[src/rtl/key_debouncer_pkg.sv]
// Shared definitions for the four-key debouncer: key count, code width,
// capture FSM states and the lowest-index priority pick.
package key_pkg;

    localparam int NUM_KEYS   = 4;
    localparam int KEY_CODE_W = 2;

    typedef enum logic {
        IDLE    = 1'b0,
        PENDING = 1'b1
    } cap_state_t;

    // bit0 (in1) has the highest priority
    function automatic logic [KEY_CODE_W-1:0] pick_lowest(input logic [NUM_KEYS-1:0] req);
        logic [KEY_CODE_W-1:0] code;
        code = '0;
        for (int i = NUM_KEYS - 1; i >= 0; i--) begin
            if (req[i]) code = KEY_CODE_W'(i);
        end
        return code;
    endfunction

endpackage

[src/rtl/key_debouncer_debounce_channel.sv]
// One button channel: multi-flop synchronizer, stability counter, and the
// registered debounced level with its press pulse.
module debounce_channel #(
    parameter int DEBOUNCE_CYCLES = 50000,
    parameter int CNT_WIDTH       = 16,
    parameter int SYNC_STAGES     = 2
) (
    input  logic clk,
    input  logic rst_n,
    input  logic raw,
    output logic level,
    output logic pulse
);

    localparam logic [CNT_WIDTH-1:0] CNT_LAST = CNT_WIDTH'(DEBOUNCE_CYCLES - 1);

    logic [SYNC_STAGES-1:0] sync_q;
    logic                   s;
    logic [CNT_WIDTH-1:0]   cnt;

    assign s = sync_q[SYNC_STAGES-1];

    always_ff @(posedge clk) begin
        if (!rst_n) begin
            sync_q <= '0;
            cnt    <= '0;
            level  <= 1'b0;
            pulse  <= 1'b0;
        end else begin
            sync_q <= {sync_q[SYNC_STAGES-2:0], raw};
            pulse  <= 1'b0;
            // a sample matching the current level restarts the count
            if (s == level) begin
                cnt <= '0;
            end else if (cnt == CNT_LAST) begin
                level <= s;
                pulse <= s;
                cnt   <= '0;
            end else begin
                cnt <= cnt + CNT_WIDTH'(1);
            end
        end
    end

endmodule

[src/rtl/key_debouncer.sv]
// Four debounced push-buttons feeding a priority encoder, plus a held key
// event (valid/ack) with sticky overrun for edge-driven consumers.
module key_debouncer
    import key_pkg::*;
#(
    parameter int DEBOUNCE_CYCLES = 50000,
    parameter int CNT_WIDTH       = 16,
    parameter int SYNC_STAGES     = 2
) (
    input  logic                  clk,
    input  logic                  rst_n,
    input  logic [NUM_KEYS-1:0]   btn_raw,
    output logic [NUM_KEYS-1:0]   btn_level,
    output logic [NUM_KEYS-1:0]   press_pulse,
    output logic                  key_valid,
    output logic [KEY_CODE_W-1:0] key_code,
    output logic                  key_overrun,
    input  logic                  key_ack
);

    // Handshake: key_valid stays high with key_code stable until a cycle with
    // key_ack = 1; that cycle's edge retires the event (or replaces it when a
    // press pulse arrives in the same cycle). key_ack while idle is ignored.

    cap_state_t            state_q, state_d;
    logic [KEY_CODE_W-1:0] code_q, code_d;
    logic                  ovr_q, ovr_d;
    logic                  any_press;

    for (genvar i = 0; i < NUM_KEYS; i++) begin : g_chan
        debounce_channel #(
            .DEBOUNCE_CYCLES (DEBOUNCE_CYCLES),
            .CNT_WIDTH       (CNT_WIDTH),
            .SYNC_STAGES     (SYNC_STAGES)
        ) u_chan (
            .clk   (clk),
            .rst_n (rst_n),
            .raw   (btn_raw[i]),
            .level (btn_level[i]),
            .pulse (press_pulse[i])
        );
    end

    assign any_press = |press_pulse;

    always_ff @(posedge clk) begin
        if (!rst_n) begin
            state_q <= IDLE;
            code_q  <= '0;
            ovr_q   <= 1'b0;
        end else begin
            state_q <= state_d;
            code_q  <= code_d;
            ovr_q   <= ovr_d;
        end
    end

    always_comb begin
        state_d = state_q;
        code_d  = code_q;
        ovr_d   = ovr_q;
        case (state_q)
            IDLE: begin
                if (any_press) begin
                    state_d = PENDING;
                    code_d  = pick_lowest(press_pulse);
                end
            end
            PENDING: begin
                if (key_ack) begin
                    ovr_d = 1'b0;
                    if (any_press) code_d = pick_lowest(press_pulse);
                    else           state_d = IDLE;
                end else if (any_press) begin
                    ovr_d = 1'b1;
                end
            end
            default: state_d = IDLE;
        endcase
    end

    assign key_valid   = (state_q == PENDING);
    assign key_code    = code_q;
    assign key_overrun = ovr_q;

endmodule

[config.mk]
export PLATFORM = sky130hd
export DESIGN_NAME = key_debouncer
export DESIGN_NICKNAME = d
export VERILOG_FILES = /design/src/rtl/key_debouncer_pkg.sv /design/src/rtl/key_debouncer_debounce_channel.sv /design/src/rtl/key_debouncer.sv
export SDC_FILE = /design/constraint.sdc
export NUM_CORES = 1
export LEC_CHECK = 0
export ABC_AREA = 1
export ABC_CLOCK_PERIOD_IN_PS = 1800
export CAP_MARGIN = 20
export CORE_MARGIN = 1.5
export CORE_UTILIZATION = 60
export CTS_CLUSTER_SIZE = 8
export DETAILED_ROUTE_END_ITERATION = 6
export HOLD_SLACK_MARGIN = 0.06
export PLACE_DENSITY = 0.75
export SKIP_CTS_REPAIR_TIMING = 1
export SLEW_MARGIN = 10
export SYNTH_ARGS = -nofsm -noshare
export SYNTH_HDL_FRONTEND = slang
export SYNTH_SLANG_ARGS = --single-unit
[constraint.sdc]
create_clock -name clk -period 1.8 [get_ports clk]
set_clock_uncertainty 0.1 [all_clocks]
set_input_delay 0.27 -clock clk [delete_from_list [all_inputs] [get_ports clk]]
set_output_delay 0.27 -clock clk [all_outputs]
set_load 0.01 [all_outputs]
==> reports/qor.yml, run 1 <==
ios: 19
core_area_um2: 6420
power_density_nw_per_um2: 721
max_stage_delay_ns: 0.57
row_count: 29
grt_max_degree: 17
area_growth_pct: 8.35
grt_pass1_wl_um: 12700
htree_num_levels: 3
grt_pass1_vias: 3119
fin_crit_sh_pct: 93.4
syn_nets: 581
relSlewSlack_pct: 75.0
synthCells: 570
drt_iter0_markers: 125
place.gp.congestion: 0.823
num_antenna_cells: 0
drt_pre_antenna_iters: 7
wire_per_inst_um: 10.8
syn_avg_cell_area_um2: 7.09
share_seq_of_total_power_pct: 59.3
placedCellCount: 653
p_leak_uw: 0.00142
cp.buffers_inverters: 1
fin_area_um2: 4380
crit_arrival_ns: 1.31
clock_power_share_pct: 38.9
violations: "DRC"
cts_buffers: 9
final_layout_size_suffix_gt1_share_pct: 10.3
crit_slowest_cell: "clkdlybuf4s50_1"
grt_overflow: 0
rsz0062_at_grt: "false"
dieHeight_um: 85.1
num_vias: 3387
clockRootBuffer: "clkbuf_8"
synth_cell_types: 27
ir_drop_mv: 0.545
worstSetupPathType: "reg2out"
fmax_mhz: 595
hold_path.class: "reg2reg"
comb_power_share_pct: 1.8
critPathTopFamily: "buffers and inverters"
maxCapViolCount: 0
switching_share_pct: 20.4
cp.required_ns: 1.43
hold_violations: 0
drc: 1
routed_wl_um: 7220
syn_area_um2: 4040
critPathLaunchType: "flip-flop"
antenna_left: 0
grt_usage_pct: 21.7
clock_latency_ns: 0.34
clkTransAtPathRegs_ns: 0.07
power_switching_uw: 645
drt-vias-per-instance: 5.08
n_fill_cell: 589
tightest_slew_ns: 0.373
portBuffers: 18
path_max_fanout: 3
outcome: "finished with violations"
clockBufferDepth: 2
synth_warnings: 0
fin_crit_ns: 1.68
ys_seq_area_share_pct: 41.6
p_int_uw: 2510
fin_cells: 667
final-setup-viol-count: 0
cp_cell_sequence: "clkdlybuf4s50_1"
final-max-slew-violation-count: 0
die_w_um: 85.1
dpl_cell_area_um2: 4210
synth_seq_cells: 84
grt_antenna_before_repair: 0
nNetsFinal: 598
cp-end-kind: "primary output"
fin_setup_tns_ns: 0
dieArea_um2: 7240
cts_tree: "built"
dp_hpwl_um: 5350
cts_sinks: 84
initial_core_util_pct: 63.0
synthesized netlist by cell type, drive strengths merged:
cell / number / area share, %
nor2: 120 / 13
xor2: 13 / 2.8
ha: 4 / 1.2
a21oi: 40 / 5.0
or2: 6 / 0.93
o21ai: 8 / 0.99
nor3: 6 / 0.74
nand2: 150 / 15
clkinv: 1 / 0.093
inv: 64 / 5.9
xnor2: 10 / 2.2
buf: 12 / 2.8
nand3b: 2 / 0.37
dfxtp: 84 / 42
nand4: 15 / 2.3
nand3: 34 / 4.5
clkbuf: 1 / 0.093
flip-flops by register name, summed over array words and instances, names as in the netlist:
name / count
g_chan.u_chan.cnt: 64
g_chan.u_chan.level: 4
g_chan.u_chan.pulse: 4
key_overrun: 1
key_code: 2
key_valid: 1
g_chan.u_chan.sync_q: 8
cells by family after synthesis:
family,after synthesis,synth area share [%]
buffers and inverters,78,8.94
XOR/XNOR,23,4.98
flip-flops,84,41.6
AO/OA/AOI/OAI,48,6.03
adder cells (fa/ha/maj),4,1.24
AND/OR/NAND/NOR,333,37.2
worst paths after layout:
path	start	to	slack, ns	cells past startpoint
min reg2reg	g_chan[0].u_chan.sync_q[0]	g_chan[0].u_chan.sync_q[1]	0.32	2
min	g_chan[0].u_chan.sync_q[0]	g_chan[0].u_chan.sync_q[1]	0.32	2
max reg2reg	g_chan[0].u_chan.cnt[0]	g_chan[0].u_chan.cnt[10]	0.22	6
max	g_chan[0].u_chan.level	btn_level[0]	0.12	1
power by group through the flow:
| stage | Sequential, µW | Combinational, µW | Clock (µW) |
|---|---|---|---|
| after floorplan | 1920 | 39.7 | 0 |
| after global placement | 1920 | 55.4 | 0 |
| after detailed placement | 1920 | 57.0 | 0 |
| after CTS | 1870 | 57.3 | 1270 |
| after global routing | 1880 | 64.1 | 1350 |
| final | 1870 | 56.2 | 1230 |
metrics by stage:
stage	total power (µW)	hold WS [ns]	utilization (%)	setup WS (ns)
2_1_floorplan	1960	0.268	-	0.429
3_3_place_gp	1970	0.300	65.6	0.144
3_5_place_dp	1980	0.302	65.6	0.0581
4_1_cts	3200	0.318	68.2	0.103
5_1_grt	3290	0.341	68.2	0.0700
6_report	3160	0.315	68.2	0.119
final cells by class:
cell class	instances	area, µm²	area share [%]
tap	77	96.3	2.20
clock buffer	11	131	3.00
inverter	65	244	5.57
multi-input combinational	408	2000	45.7
sequential	84	1680	38.4
clock inverter	3	40.0	0.914
timing repair buffer	19	188	4.28
metal layers:
metal  wire length (µm)  GRT usage (%)  up-vias
li1                   -              -     1804
met1               3470           26.2     1517
met2               3380           37.7       53
met3                252           5.06       13
met4                105           7.90        0
met5                  0              0        -
cells in the final DEF (no fill, tap or decap), types with 3 or more instances in the layout:
cell type	count
nor2_2	24
nand4_1	15
o21ai_0	8
a21oi_1	39
clkdlybuf4s50_1	18
nand2_1	137
inv_1	62
nor3_1	6
or2_2	3
or2_0	3
xnor2_1	10
dfxtp_1	84
nand2_2	9
nor2_1	93
nor2_4	3
clkbuf_8	9
ha_1	4
nand2_4	4
xor2_1	13
nand3_1	32
(Power assumes the default switching activity.)
==> run 2: changes to the inputs <==
--- a/config.mk
+++ b/config.mk
@@ -10,6 +10,7 @@
 export CAP_MARGIN = 20
 export CORE_MARGIN = 1.5
 export CORE_UTILIZATION = 60
+export CTS_BUF_LIST = sky130_fd_sc_hd__clkbuf_16
 export CTS_CLUSTER_SIZE = 8
 export DETAILED_ROUTE_END_ITERATION = 6
 export HOLD_SLACK_MARGIN = 0.06
==> run 2 against run 1 <==
The flow still finishes with violations (DRC). Worst hold slack worse by 0.0048 ns. Clock power is 38% higher. Combinational power hardly changed. Utilization is 1.6 points higher. Setup slack better by 0.0044 ns. Die area stayed put. Design area is 2.3% higher. Non-clock buffer count stayed put. Critical path depth stayed put.
==> reports/qor.yml, run 2 (synthesis results as in run 1) <==
rsz0062_at_grt: "false"
crit_slowest_cell: "clkdlybuf4s50_1"
critPathTopFamily: "buffers and inverters"
worstSetupPathType: "reg2out"
drt_pre_antenna_iters: 6  # -1
num_vias: 3400  # +0.38%
final_layout_size_suffix_gt1_share_pct: 10.3  # unchanged
critPathLaunchType: "flip-flop"
worstHoldStart: "g_chan[0].u_chan.sync_q[0]"
relSlewSlack_pct: 75.5  # +0.47 points
dieHeight_um: 85.1  # unchanged
hold_path.class: "reg2reg"
n_fill_cell: 558  # -5.3%
fin_setup_tns_ns: 0  # unchanged
cp.buffers_inverters: 1  # unchanged
portBuffers: 18  # unchanged
dieArea_um2: 7240  # unchanged
grt_antenna_before_repair: 0  # unchanged
nNetsFinal: 598  # unchanged
reg_top3: "g_chan.u_chan.cnt (64), g_chan.u_chan.sync_q (8)"
final-max-slew-violation-count: 0  # unchanged
tightest_slew_ns: 0.366  # -0.00710 ns
p_leak_uw: 0.00148  # +3.8%
path_max_fanout: 3  # unchanged
fin_crit_ns: 1.68  # -0.00442 ns
grt_pass1_wl_um: 13000  # +2.2%
cp.required_ns: 1.43  # about the same
cts_tree: "built"
outcome: "finished with violations"
final_common_cell: "nand2_1"
row_count: 29  # unchanged
hold_path_depth: 2  # unchanged
maxCapViolCount: 0  # unchanged
r2r_setup_slack_ns: 0.23  # about the same
dp_hpwl_um: 5350  # unchanged
hold-path-endpoint: "g_chan[0].u_chan.sync_q[1]"
largest_register_ffs: 64  # unchanged
place.gp.congestion: 0.823  # unchanged
drt-vias-per-instance: 5.10  # +0.38%
clkTransAtPathRegs_ns: 0.06  # about the same
antenna_left: 0  # unchanged
crit_arrival_ns: 1.31  # about the same
cts_buffers: 9  # unchanged
cp-end-kind: "primary output"
grt_pass1_vias: 3195  # +2.4%
clockRootBuffer: "clkbuf_16"
hold_violations: 0  # unchanged
met1_usage_pct: 26.4  # +0.18 points
final-setup-viol-count: 0  # unchanged
reg2reg_from: "g_chan[0].u_chan.cnt[0]"
setup_ws_ns: 0.123  # +0.00442 ns
largest_register: "g_chan.u_chan.cnt"
fin_crit_sh_pct: 93.2  # -0.25 points
max_stage_delay_ns: 0.57  # about the same
rr_endpoint: "g_chan[0].u_chan.cnt[10]"
total_power_uw: 3630  # +15%
met2_usage_pct: 39.0  # +1.4 points
reg2reg_depth: 6  # unchanged
die_w_um: 85.1  # unchanged
drt_iter0_markers: 100  # -20%
top_usage_layer: "met2"
seq_area_um2: 1680  # unchanged
holdWs_ns: 0.311  # -0.00485 ns
multiInputGateArea_um2: 2000  # unchanged
initial_core_util_pct: 63.0  # unchanged
cts_sinks: 84  # unchanged
pre_cts_ws_ns: 0.0581  # unchanged
drc: 1  # unchanged
ios: 19  # unchanged
clockBufferDepth: 2  # unchanged
area_growth_pct: 10.9
num_antenna_cells: 0  # unchanged
power_density_nw_per_um2: 811  # +12%
grt_util_met3_pct: 5.35  # +0.29 points
wire_per_inst_um: 11.0  # +2.0%
cp_cell_sequence: "clkdlybuf4s50_1"
clock_latency_ns: 0.33  # about the same
ir_drop_mv: 0.667  # +22%
fmax_mhz: 596  # +0.26%
grt_overflow: 0  # unchanged
htree_num_levels: 3  # unchanged
routed_wl_um: 7360  # +2.0%
grt_usage_pct: 22.2  # +0.47 points
violations: "DRC"
grt_max_degree: 17  # unchanged
final_cell_mix: "nand2_1 (137), nor2_1 (93), dfxtp_1 (84)"
core_area_um2: 6420  # unchanged
## run 2: how the worst max path moves through the flow
| stage | start | to | cells after the start |
|---|---|---|---|
| after floorplan | g_chan[3].u_chan.cnt[0] | g_chan[3].u_chan.cnt[5] | 7 |
| after global placement | rst_n | g_chan[3].u_chan.cnt[2] | 5 |
| after detailed placement | rst_n | g_chan[3].u_chan.cnt[12] | 5 |
| after CTS | g_chan[0].u_chan.level | btn_level[0] | 1 |
| after global routing | g_chan[0].u_chan.cnt[0] | g_chan[0].u_chan.cnt[10] | 6 |
| final | g_chan[0].u_chan.level | btn_level[0] | 1 |
## run 2: area by class of cell
cell class,count,share of cell area (%)
Clock buffer,9,5.02
Clock inverter,5,1.06
Inverter,65,5.44
Multi-Input combinational cell,408,44.6
Sequential cell,84,37.5
Tap cell,77,2.15
Timing Repair Buffer,19,4.19
## run 2: through the flow
stage	area, µm²	instances	util (%)
floorplan	4040	570	-
global placement	4210	653	65.6
detailed placement	4210	653	65.6
CTS	4480	667	69.8
global route	4480	667	69.8
finish	4480	667	69.8
## run 2: per-layer routing
layer | vias to the layer above | part of all wire, %
met5 | - | 0
met4 | 0 | 1.3
met3 | 12 | 3.5
met2 | 48 | 49
met1 | 1528 | 47
li1 | 1812 | -
## run 2: power by group
part	total [µW]	leakage [µW]	switching [µW]	internal, µW
Clock	1700	0.000144	658	1040
Sequential	1880	0.000678	7.01	1870
Combinational	56.4	0.000656	33.1	23.3
==> RTL change 1: new RTL, settings of run 2 <==
Set the package constant `NUM_KEYS` to 3 (it was 4).
--- a/src/rtl/key_debouncer_pkg.sv
+++ b/src/rtl/key_debouncer_pkg.sv
@@ -2,7 +2,7 @@
 // capture FSM states and the lowest-index priority pick.
 package key_pkg;
 
-    localparam int NUM_KEYS   = 4;
+    localparam int NUM_KEYS   = 3;
     localparam int KEY_CODE_W = 2;
 
     typedef enum logic {
Interface: changed (resized btn_level, btn_raw and press_pulse); port bits go from 19 to 16. No check against the original RTL was run, so the function may have changed too.
==> RTL change 1 against run 2 <==
  * Total power decreased by 19%
  * Die area fell by 22%
  * Register-to-register slack got worse by 0.02 ns
  * Sequential share of layout area is 1.1 points lower
  * Sequential cell count decreased by 20
  * Synthesized area is 23% lower
  * Critical path depth stayed put
  * Wire length is 21% lower
  * Setup slack improved by 0.026 ns
  * Via count fell by 21%
  * Cell area down 22%
  * Synthesized cell count is 23% lower
  * Critical endpoint unchanged
  * Largest power group is now clock
==> RTL change 1: results (changes against run 2) <==
Non-Clock Buffer Area Fraction=0.0470 (+0.00509); Leakage=1.22 nW (-17%); Detailed Place HPWL=4160 um (-22%); multi-input combinational area share=0.434 (-0.0123); slew of the pin with the lowest slew margin=0.337 ns (-0.0294 ns); Peak VDD IR=0.000612 V (-8.2%); initial antenna violation count=0 (unchanged); Skew-Pair Late Insertion Delay=0.33 ns (about the same); Pre-antenna DRT Iters=4 (-2); vias in the first global route=2,287 (-28%); fin nets=468 (-22%); CP arrival=1.28 ns (-0.03 ns); Starting DRT DRC Count=79 (-21%); IO Port Bufs=15 (-3); Post-Synth Adder-Cell Area=0.0121 (-0.000279); Placed Area=3260 sq um (-23%); Repair and plain buffers=17 (-2); Hold EP=g_chan[2].u_chan.sync_q[1]; R2R depth=8 (+2); placer congestion estimate=0.844 (+2.6%); Worst Hold Class=reg -> reg; Non-Clock Inverter Count=54 (-17%); DRT Wirelength=5810 um (-21%); Reg area=1280 sq um (-24%); share of cells above drive strength 1=0.0970 (-0.00641); Tot GR Track Use=0.225 (+0.00347); Multi-Input Combinational=313 (-23%); Fillers=414 (-26%); Synth Area in XOR/XNOR=0.0508 (+0.000992); post-synth cell types=30 (+11%); flop-to-flop setup slack=0.21 ns (-0.02 ns); most frequent cells after synthesis=nand2_1 (106), nor2_1 (79), dfxtp_1 (64); multi-input logic area=1530 sq um (-24%); first-pass GRT wire length=9550 um (-27%); hold wc startpoint=g_chan[2].u_chan.sync_q[0]; status=complete, no violations; peak fanout along the critical path=4 (+1); largest registers=g_chan.u_chan.cnt x48, g_chan.u_chan.sync_q x6; Synth area leaders=dfxtp_1 (41%), nand2_1 (13%), nor2_1 (9.6%); # DRC=0 (-1); DR vias/cell=5.08 (-0.29%); clock network area share=0.0733 (+0.0124); clk sink count=64 (-24%); hold path depth=2 (unchanged); reg2reg end=g_chan[1].u_chan.cnt[13]
==> RTL change 1: cell families (layout without fill, tap and decap cells) <==
| kind of cell | Yosys count | after routing |
|---|---|---|
| xor+xnor | 18 | 18 |
| flops | 64 | 64 |
| compound gates | 34 | 34 |
| simple gates | 258 | 258 |
| buf+inv | 64 | 87 |
| fa+ha+maj | 3 | 3 |
==> RTL change 1: worst max-delay path by stage <==
| stage | startpoint | endpoint | slack (ns) | depth (start not counted) |
|---|---|---|---|---|
| floorplan | g_chan[1].u_chan.cnt[0] | g_chan[1].u_chan.cnt[7] | 0.35 | 9 |
| global placement | rst_n | g_chan[0].u_chan.cnt[2] | 0.13 | 6 |
| detailed placement | rst_n | g_chan[0].u_chan.cnt[10] | 0.09 | 6 |
| CTS | g_chan[0].u_chan.level | btn_level[0] | 0.15 | 1 |
| global route | g_chan[2].u_chan.cnt[0] | g_chan[2].u_chan.cnt[10] | 0.05 | 6 |
| finish | g_chan[0].u_chan.level | btn_level[0] | 0.15 | 1 |
==> RTL change 1: metal layers <==
metal | global-route usage | part of all wire
met1 | 0.269 | 0.48
met2 | 0.377 | 0.46
met3 | 0.0415 | 0.032
met4 | 0.133 | 0.027
met5 | 0 | 0
==> RTL change 1: power breakdown <==
part | internal (mW) | switching (mW) | total (mW)
sequential | 1.43 | 0.00519 | 1.43
clock | 0.903 | 0.578 | 1.48
combinational | 0.0196 | 0.0262 | 0.0458
total | 2.35 | 0.609 | 2.96
==> RTL change 1: stage by stage <==
stage                     setup WS, ns  std cells  hold slack [ns]   util
final                            0.149        531            0.314  0.725
after global routing            0.0501        531            0.351  0.725
after CTS                        0.155        531            0.317  0.725
after detailed placement        0.0901        515            0.305  0.672
after global placement           0.131        515            0.295  0.672
after floorplan                  0.353        441            0.266      -
==> RTL change 2: new RTL, flow settings as in run 2 <==
Without the edit above. Make the reset (`rst_n`) asynchronous in 2 clocked blocks.
--- a/src/rtl/key_debouncer_debounce_channel.sv
+++ b/src/rtl/key_debouncer_debounce_channel.sv
@@ -20,7 +20,7 @@
 
     assign s = sync_q[SYNC_STAGES-1];
 
-    always_ff @(posedge clk) begin
+    always_ff @(posedge clk or negedge rst_n) begin
         if (!rst_n) begin
             sync_q <= '0;
             cnt    <= '0;
--- a/src/rtl/key_debouncer.sv
+++ b/src/rtl/key_debouncer.sv
@@ -43,7 +43,7 @@
 
     assign any_press = |press_pulse;
 
-    always_ff @(posedge clk) begin
+    always_ff @(posedge clk or negedge rst_n) begin
         if (!rst_n) begin
             state_q <= IDLE;
             code_q  <= '0;
Function: same outputs for any inputs over 10 cycles, from zero or initial values and one cycle with rst_n low; that may be too few to reach the edited logic, so the function may still have changed.
==> RTL change 2 against run 2 <==
  * Cell count up 0.30%
  * Cell area up 9.5%
  * Sequential cell count unchanged
  * Synthesized cell count down 4.6%
  * Wire length up 20%
  * Setup slack worse by 0.033 ns
  * Critical path depth unchanged
  * Die area up 6.4%
  * Synthesized area up 6.6%
  * Largest cell class is now sequential cells
Power is not compared: it rests on default switching activity, and its combinational part moved more than twofold at a synthesized area within 25%.
==> RTL change 2: results (changes against run 2) <==
status=complete, no violations; placer congestion estimate=0.916 (+11%); setup slack at placement=0.276 ns (+0.218 ns); Slew HR=0.709 (-0.0466); Starting DRT DRC Count=240 (+140%); Crit Reg-Reg Startpoint=g_chan[2].u_chan.cnt[0]; Worst Setup SP=g_chan[3].u_chan.level; DRT Wirelength=8800 um (+20%); tightest hold margin=0.256 ns (-0.0549 ns); Placed Area=4580 sq um (+8.7%); first-pass GRT wire length=15,500 um (+19%); most frequent cells after synthesis=nor2_1 (134), nand2_1 (104), dfrtp_1 (84); peak fanout along the critical path=4 (+1); asr flop ratio synth=1.00 (+1.00); reg2reg end=g_chan[2].u_chan.cnt[8]; Fillers=525 (-5.9%); flop-to-flop setup slack=0.15 ns (-0.08 ns); pin count of the biggest net entering global routing=45 (+28); Vias=3,528 (+3.8%); Detailed Place HPWL=6310 um (+18%); Hold EP=g_chan[1].u_chan.sync_q[1]; register area share after synthesis=0.488 (+0.0718); fin nets=579 (-3.2%); CP arrival=1.34 ns (+0.03 ns); Pre-antenna DRT Iters=5 (-1); hold wc startpoint=g_chan[1].u_chan.sync_q[0]; Tot GR Track Use=0.260 (+0.0381)
## RTL change 2: how the worst max path moves through the flow
| stage | to | slack (ns) | cells after the start |
|---|---|---|---|
| 2_1_floorplan | g_chan[3].u_chan.cnt[8] | 0.44 | 6 |
| 3_3_place_gp | g_chan[2].u_chan.cnt[10] | 0.33 | 7 |
| 3_5_place_dp | g_chan[2].u_chan.cnt[8] | 0.28 | 6 |
| 4_1_cts | btn_level[0] | 0.08 | 1 |
| 5_1_grt | g_chan[2].u_chan.cnt[8] | 0.03 | 6 |
| 6_report | btn_level[3] | 0.09 | 1 |
## RTL change 2: power groups by stage
stage                     registers (mW)  clock network [mW]  logic, mW
after floorplan                     1.98                   0     0.0703
after global placement              1.98                   0      0.145
after detailed placement            1.98                   0      0.151
after CTS                           1.95                2.01      0.152
after global routing                1.95                2.10      0.174
final                               1.95                2.00      0.150
## RTL change 2: layout make-up
class / instances / area share
Sequential cell: 84 / 0.428
Multi-Input combinational cell: 390 / 0.390
Inverter: 62 / 0.0474
Clock buffer: 9 / 0.0459
Timing Repair Buffer: 21 / 0.0438
Tap cell: 96 / 0.0245
Clock inverter: 7 / 0.0199
## RTL change 2: cells by family after synthesis
group,count (synthesis),synth area share
adders and majority gates,4,0.0116
DFF,84,0.488
and+or+nand+nor,325,0.325
AOI/OAI and AO/OA,28,0.0374
xor gates and xnor gates,33,0.0705
buffers and inverters,70,0.0679
## RTL change 2: layer usage
layer  routed length [um]  vias to the layer above  GRT usage
li1                     -                     1759          -
met3                  436                       14     0.0396
met5                    0                        -          0
met2                 4340                      101      0.437
met4                  122                        0     0.0938
met1                 3900                     1654      0.342
## RTL change 2: per-stage QoR
step                      utilization  cells
after CTS                       0.713    668
after global routing            0.715    669
after detailed placement        0.666    652
final                           0.715    669
after floorplan                     -    544
after global placement          0.666    652
